## config.mk

```make
export PLATFORM = sky130hd
export DESIGN_NAME = layer_compositor
export DESIGN_NICKNAME = d
export VERILOG_FILES = /design/src/rtl/layer_compositor.sv
export SDC_FILE = /design/constraint.sdc
export NUM_CORES = 1
export LEC_CHECK = 0
export CORE_MARGIN = 4
export CORE_UTILIZATION = 52
export CTS_BUF_LIST = sky130_fd_sc_hd__clkbuf_2
export CTS_CLUSTER_DIAMETER = 50
export CTS_CLUSTER_SIZE = 30
export DETAILED_ROUTE_END_ITERATION = 7
export GPL_ROUTABILITY_DRIVEN = 0
export PLACE_DENSITY_LB_ADDON = 0.15
export SLEW_MARGIN = 10
export SYNTH_ARGS = -nofsm -noshare
export SYNTH_HDL_FRONTEND = slang
export SYNTH_SLANG_ARGS = --single-unit
```

## constraint.sdc

```tcl
create_clock -name clk_i -period 2.55 [get_ports clk_i]
set_input_delay 0.51 -clock clk_i [delete_from_list [all_inputs] [get_ports clk_i]]
set_output_delay 0.51 -clock clk_i [all_outputs]
set_load 0.02 [all_outputs]
```

## src/rtl/layer_compositor.sv

```systemverilog
// Two-stage priority layer compositor with frame-based blink phase.
// Optional per-layer win statistics enabled by LAYER_COMP_STATS_EN.
module layer_compositor #(
  parameter int NUM_LAYERS   = 6,
  parameter int ADDR_W       = 17,
  parameter int BLINK_FRAMES = 30,
  parameter int CNT_W        = 19,
  localparam int LID_W       = (NUM_LAYERS > 2) ? $clog2(NUM_LAYERS) : 1
) (
  input  logic                         clk_i,
  input  logic                         rst_n_i,
  input  logic                         pix_valid_i,
  input  logic [NUM_LAYERS-1:0]        layer_hit_i,
  input  logic [NUM_LAYERS*ADDR_W-1:0] layer_addr_i,
  input  logic [NUM_LAYERS-1:0]        layer_en_i,
  input  logic [NUM_LAYERS-1:0]        blink_mask_i,
  input  logic                         frame_tick_i,
  output logic [ADDR_W-1:0]            pixel_addr_o,
  output logic                         not_blank_o,
  output logic [LID_W-1:0]             layer_id_o,
  output logic                         out_valid_o,
  output logic                         blink_phase_o
`ifdef LAYER_COMP_STATS_EN
  ,
  input  logic [LID_W-1:0]             stat_sel_i,
  output logic [CNT_W-1:0]             stat_count_o
`endif
);

  logic                         s1_valid_q;
  logic [NUM_LAYERS-1:0]        s1_hit_q;
  logic [NUM_LAYERS*ADDR_W-1:0] s1_addr_q;

  logic [ADDR_W-1:0]            pix_addr_q;
  logic [LID_W-1:0]             layer_id_q;
  logic                         not_blank_q;
  logic                         out_valid_q;

  logic [7:0]                   frame_cnt_q;
  logic                         blink_phase_q;

  logic [NUM_LAYERS-1:0]        eff_hit;
  logic                         win_found;
  logic [LID_W-1:0]             win_id;
  logic [ADDR_W-1:0]            win_addr;

  // Uses the registered phase, so a pixel arriving with frame_tick sees the pre-tick phase.
  assign eff_hit = layer_hit_i & layer_en_i & ~(blink_mask_i & {NUM_LAYERS{~blink_phase_q}});

  always_ff @(posedge clk_i or negedge rst_n_i) begin
    if (!rst_n_i) begin
      s1_valid_q <= 1'b0;
      s1_hit_q   <= '0;
      s1_addr_q  <= '0;
    end else begin
      s1_valid_q <= pix_valid_i;
      s1_hit_q   <= eff_hit;
      s1_addr_q  <= layer_addr_i;
    end
  end

  // Descending scan so the lowest hitting index is the last assignment and wins.
  always_comb begin
    win_found = 1'b0;
    win_id    = '0;
    win_addr  = '0;
    for (int i = NUM_LAYERS - 1; i >= 0; i--) begin
      if (s1_hit_q[i]) begin
        win_found = 1'b1;
        win_id    = LID_W'(i);
        win_addr  = s1_addr_q[i*ADDR_W +: ADDR_W];
      end
    end
  end

  always_ff @(posedge clk_i or negedge rst_n_i) begin
    if (!rst_n_i) begin
      pix_addr_q  <= '0;
      layer_id_q  <= '0;
      not_blank_q <= 1'b0;
      out_valid_q <= 1'b0;
    end else begin
      out_valid_q <= s1_valid_q;
      if (s1_valid_q && win_found) begin
        pix_addr_q  <= win_addr;
        layer_id_q  <= win_id;
        not_blank_q <= 1'b1;
      end else begin
        pix_addr_q  <= '0;
        layer_id_q  <= '0;
        not_blank_q <= 1'b0;
      end
    end
  end

  always_ff @(posedge clk_i or negedge rst_n_i) begin
    if (!rst_n_i) begin
      frame_cnt_q   <= '0;
      blink_phase_q <= 1'b1;
    end else if (frame_tick_i) begin
      if (frame_cnt_q == 8'(BLINK_FRAMES - 1)) begin
        frame_cnt_q   <= '0;
        blink_phase_q <= ~blink_phase_q;
      end else begin
        frame_cnt_q <= frame_cnt_q + 8'd1;
      end
    end
  end

  assign pixel_addr_o  = pix_addr_q;
  assign layer_id_o    = layer_id_q;
  assign not_blank_o   = not_blank_q;
  assign out_valid_o   = out_valid_q;
  assign blink_phase_o = blink_phase_q;

`ifdef LAYER_COMP_STATS_EN
  logic [CNT_W-1:0] live_q [NUM_LAYERS];
  logic [CNT_W-1:0] snap_q [NUM_LAYERS];

  always_ff @(posedge clk_i or negedge rst_n_i) begin
    if (!rst_n_i) begin
      for (int i = 0; i < NUM_LAYERS; i++) begin
        live_q[i] <= '0;
        snap_q[i] <= '0;
      end
    end else begin
      for (int i = 0; i < NUM_LAYERS; i++) begin
        if (frame_tick_i) begin
          snap_q[i] <= live_q[i];
          live_q[i] <= (out_valid_q && not_blank_q && layer_id_q == LID_W'(i)) ? CNT_W'(1) : '0;
        end else if (out_valid_q && not_blank_q && layer_id_q == LID_W'(i) && live_q[i] != '1) begin
          live_q[i] <= live_q[i] + CNT_W'(1);
        end
      end
    end
  end

  // Out-of-range selects fall through to zero.
  always_comb begin
    stat_count_o = '0;
    for (int i = 0; i < NUM_LAYERS; i++) begin
      if (stat_sel_i == LID_W'(i)) stat_count_o = snap_q[i];
    end
  end
`endif

endmodule

```

* Word level (Yosys, flattened, before mapping)
Index checks and enable logic that the tools add are counted.
Storage, ports and cells: register bits after elaboration 140, logic and storage cells 40, input port bits 124
Operators by class: bitwise logic cells 5, add/subtract/negate cells 1, equality and inequality tests 1, multiplexer cells 22, reductions and logical operators 2
Operators with widths (count):
- 17-bit 2-to-1 mux | 7
- 3-bit 2-to-1 mux | 7
- 6-bit bitwise AND | 3
- 8-bit by 1-bit adder with 8-bit output, second input constant | 1
- 8-bit by 5-bit == test with 1-bit output, second input constant | 1
- 8-bit 2-to-1 mux | 1
- 1-bit 2-to-1 mux | 7
- 6-bit inverter | 1
- 2-bit AND reduction | 1
- 1-bit logical AND | 1
- 1-bit inverter | 1

* Depth between registers and ports, before layout
depth after elaboration 8, depth in mapped cells 6, gate-level depth less buffers 5

* Least setup slack after synthesis
Ideal clock, no wire load.
kind input to register, from input frame_tick_i, to register frame_cnt_q[5], data required time 2.484 ns, slack 1.141 ns, setup time 0.066 ns, arrival time 1.343 ns, stages on the path 4, buffers on the path 1, path through buf_4 nand4_2 or4_1 nand2_1
RTL lines:
- start, declared | RTL line 17 | input logic frame_tick_i,
- end signal, assigned | RTL line 105 | frame_cnt_q <= frame_cnt_q + 8'd1;
- end, declared | RTL line 39 | logic [7:0] frame_cnt_q;

* Final worst setup path
from register blink_phase_q (netlist: blink_phase_o), to output blink_phase_o
RTL lines:
- start, declared | RTL line 40 | logic blink_phase_q;
- start signal, assigned | RTL line 103 | blink_phase_q <= ~blink_phase_q;
- end, declared | RTL line 22 | output logic blink_phase_o
No word-level cell between the ends.

==> impl_results.md <==
- Final ANT Viol Nets: 0
- CP max FO: 3
- Grt total ovfl: 0
- Setup crit end kind: primary output
- # diodes: 0
- CTS Sinks: 140
- Top post-synthesis cells by count: 139 x dfrtp_1, 41 x a21oi_1, 22 x inv_1
- Largest cells by area after synthesis: dfrtp_1 71%, a21oi_1 4.2%, a221o_1 3.5%
- Arrival time worst endpoint: 1.89 ns
- Slowest Stage Delay on Critical Path: 0.61 ns
- Yosys reg bits: 140
- Mapped Avg Cell Area: 14.2 um2
- Root buffer cell: clkbuf_2
- Leading area contributor after synthesis: dfrtp_1
- # setup viols final: 0
- Post-Syn Nets: 471
- WS Path Type: reg -> out
- Port buffer count: 146
- Post-route DRC: 0
- # Post-CTS Setup Buffers: 0
- Layer with the highest usage: met2
- GRT met3 Usage: 0.0747
- Io pins: 147
- Fin Hold WS: 0.235 ns
- Post-DP Area: 6400 um2
- Hold Vio Cnt, Final: 0
- Post-synth top area share: 0.712
- Count leader, synth: dfrtp_1
- Final Instance Area: 6690 um2
- Pre-CTS setup slack: 0.462 ns
- CP Cell Sequence: clkdlybuf4s50_1
- Final core utilization: 0.728
- Warnings, synthesis: 0
- Fin crit period: 2.40 ns
- Finished Layout Cells: 620
- Most used DFF post-synth: dfrtp_1
- Skew-Pair Late Insertion Delay: 0.67 ns
- Worst vdd ir: 0.481 mV
- Clk pin slew, worst setup/hold paths: 0.23 ns
- Layout cells sized above 1: 0.118
- Area grow syn2layout: 37.1%
- Startpoint class of the critical path: register
- Initial DRC Count: 138
- Die extent in x: 105 um
- Post-Route WL: 11400 um
- Effective utilization at floorplan: 0.531
- Gr usage total: 0.217
- Syn Inst Count: 345
- Rel. slew slack: 0.497
- H-tree Lvls: 4
- Largest delay share family, worst path: flip-flops
- Vias: 3288
- Vias per cell: 5.30
- Rows: 35
- DR pass1 iterations: 4
- Largest net degree at the start of global routing: 63
- Total power: 4.99 mW
- Global-route wire length before repair: 18000 um
- CTS tree: done
- Leak: 2.88 nW
- Mapped Area: 4880 um2
- Met1 Usage GRT: 0.262
- Die area: 11000 um2
- Nets: 622
- Final Skew: 0.0299 ns
- Crit path max-delay cell type: dfstp_2
- DR WL/cell: 18.4 um
- Register area share after synthesis: 0.718
- Highest clock rate: 0.416 GHz
- Number of global-route vias before repair: 3551
- # fillers: 658
- Vert. Die Dim: 105 um
- Cts repair resizes: 0
- Number of distinct library cells after synthesis: 42
- Global routing usage on met2: 0.362
- Critical path buffers and inverters: 1
- Asr flop ratio synth: 1.00
- Slew @ Worst Pin: 0.754 ns
- WP data required: 2.04 ns
- Max-Cap Viols: 0
- Initial antenna violation count: 0
- Power Density: 746 nW/um2
- Core Box Area: 9200 um2
- DP HPWL: 8130 um
- CTS Buf Count: 17
- Post-synth EDFFs: 0
- Tcrit/Tclk final: 0.942
- Setup TNS: 0 ns
- Outcome: finished clean
- Slew Viols, Final: 0
- Final worst slack: 0.147 ns
- Worst hold-check path type: in -> reg
- Worst-case clock buffer depth: 2
- Cell total after placement: 587
- RSZ-0062 raised after global routing: no
-- final timing paths --
path | to | cells after the start | slack (ns) | startpoint
worst min register to register | out_valid_o$_DFF_PN0_ | 0 | 0.48 | s1_valid_q$_DFF_PN0_
worst min-delay path | s1_addr_q[87]$_DFF_PN0_ | 1 | 0.23 | layer_addr_i[87]
min in group asynchronous | s1_addr_q[79]$_DFF_PN0_ | 2 | 0.30 | rst_n_i
worst max register to register | pixel_addr_o[5]$_DFF_PN0_ | 4 | 0.75 | s1_hit_q[4]$_DFF_PN0_
worst max-delay path | blink_phase_o | 1 | 0.15 | blink_phase_o$_DFFE_PN1P_
max in group asynchronous | pixel_addr_o[13]$_DFF_PN0_ | 3 | 1.45 | rst_n_i
-- routing by layer --
metal,part of all wire,vias up
met3,0.075,21
met2,0.51,125
li1,-,1529
met4,0.023,0
met5,0,-
met1,0.39,1613
-- flip-flops by register name, indices dropped and copies added, names as in the netlist --
signal	cells
blink_phase_o	1
out_valid_o	1
layer_id_o	3
s1_hit_q	6
pixel_addr_o	17
s1_addr_q	102
frame_cnt_q	8
s1_valid_q	1
not_blank_o	1
-- final cells by class --
class | instances | area, um2 | share of cell area
inverter | 24 | 90.1 | 0.0135
tap | 111 | 139 | 0.0208
clock buffer | 17 | 85.1 | 0.0127
timing repair buffer | 155 | 1550 | 0.231
clock inverter | 15 | 200 | 0.0299
multi-input combinational | 158 | 1130 | 0.168
sequential | 140 | 3500 | 0.524
-- power breakdown --
part,switching (mW),internal (mW),total (mW)
clock network,0.867,0.587,1.45
logic,0.475,0.495,0.971
registers,0.144,2.42,2.56
-- cells in the final DEF (no fill, tap or decap), types with 2 or more instances in the layout --
cell	count
inv_2	2
nor2_1	3
clkbuf_2	17
a211oi_2	12
bufinv_16	3
inv_6	6
ha_1	2
a21oi_1	41
dfrtp_1	139
inv_8	3
nand2_1	11
nor2_2	2
o22ai_1	18
nand3b_1	17
nor3_1	2
xor2_1	2
a221o_1	17
nand2b_1	5
inv_1	22
clkinvlp_4	2
clkdlybuf4s50_1	145
a211oi_1	6
buf_4	7
-- repair_timing --
| action | 4_1_cts | 5_1_grt |
|---|---|---|
| endpoints found under the hold margin | 43 | 0 |
| hold buffers | 1 | 0 |
| setup endpoints to repair | 0 | 0 |
-- cells by family after synthesis --
logic type	count (synthesis)	share of synthesized area
AOI/OAI and AO/OA	104	0.156
xor gates and xnor gates	3	0.00538
adders and majority gates	2	0.00512
buffers and inverters	47	0.0513
DFF	140	0.718
and+or+nand+nor	49	0.0648
Note: power is estimated with default switching activity, not from simulation.
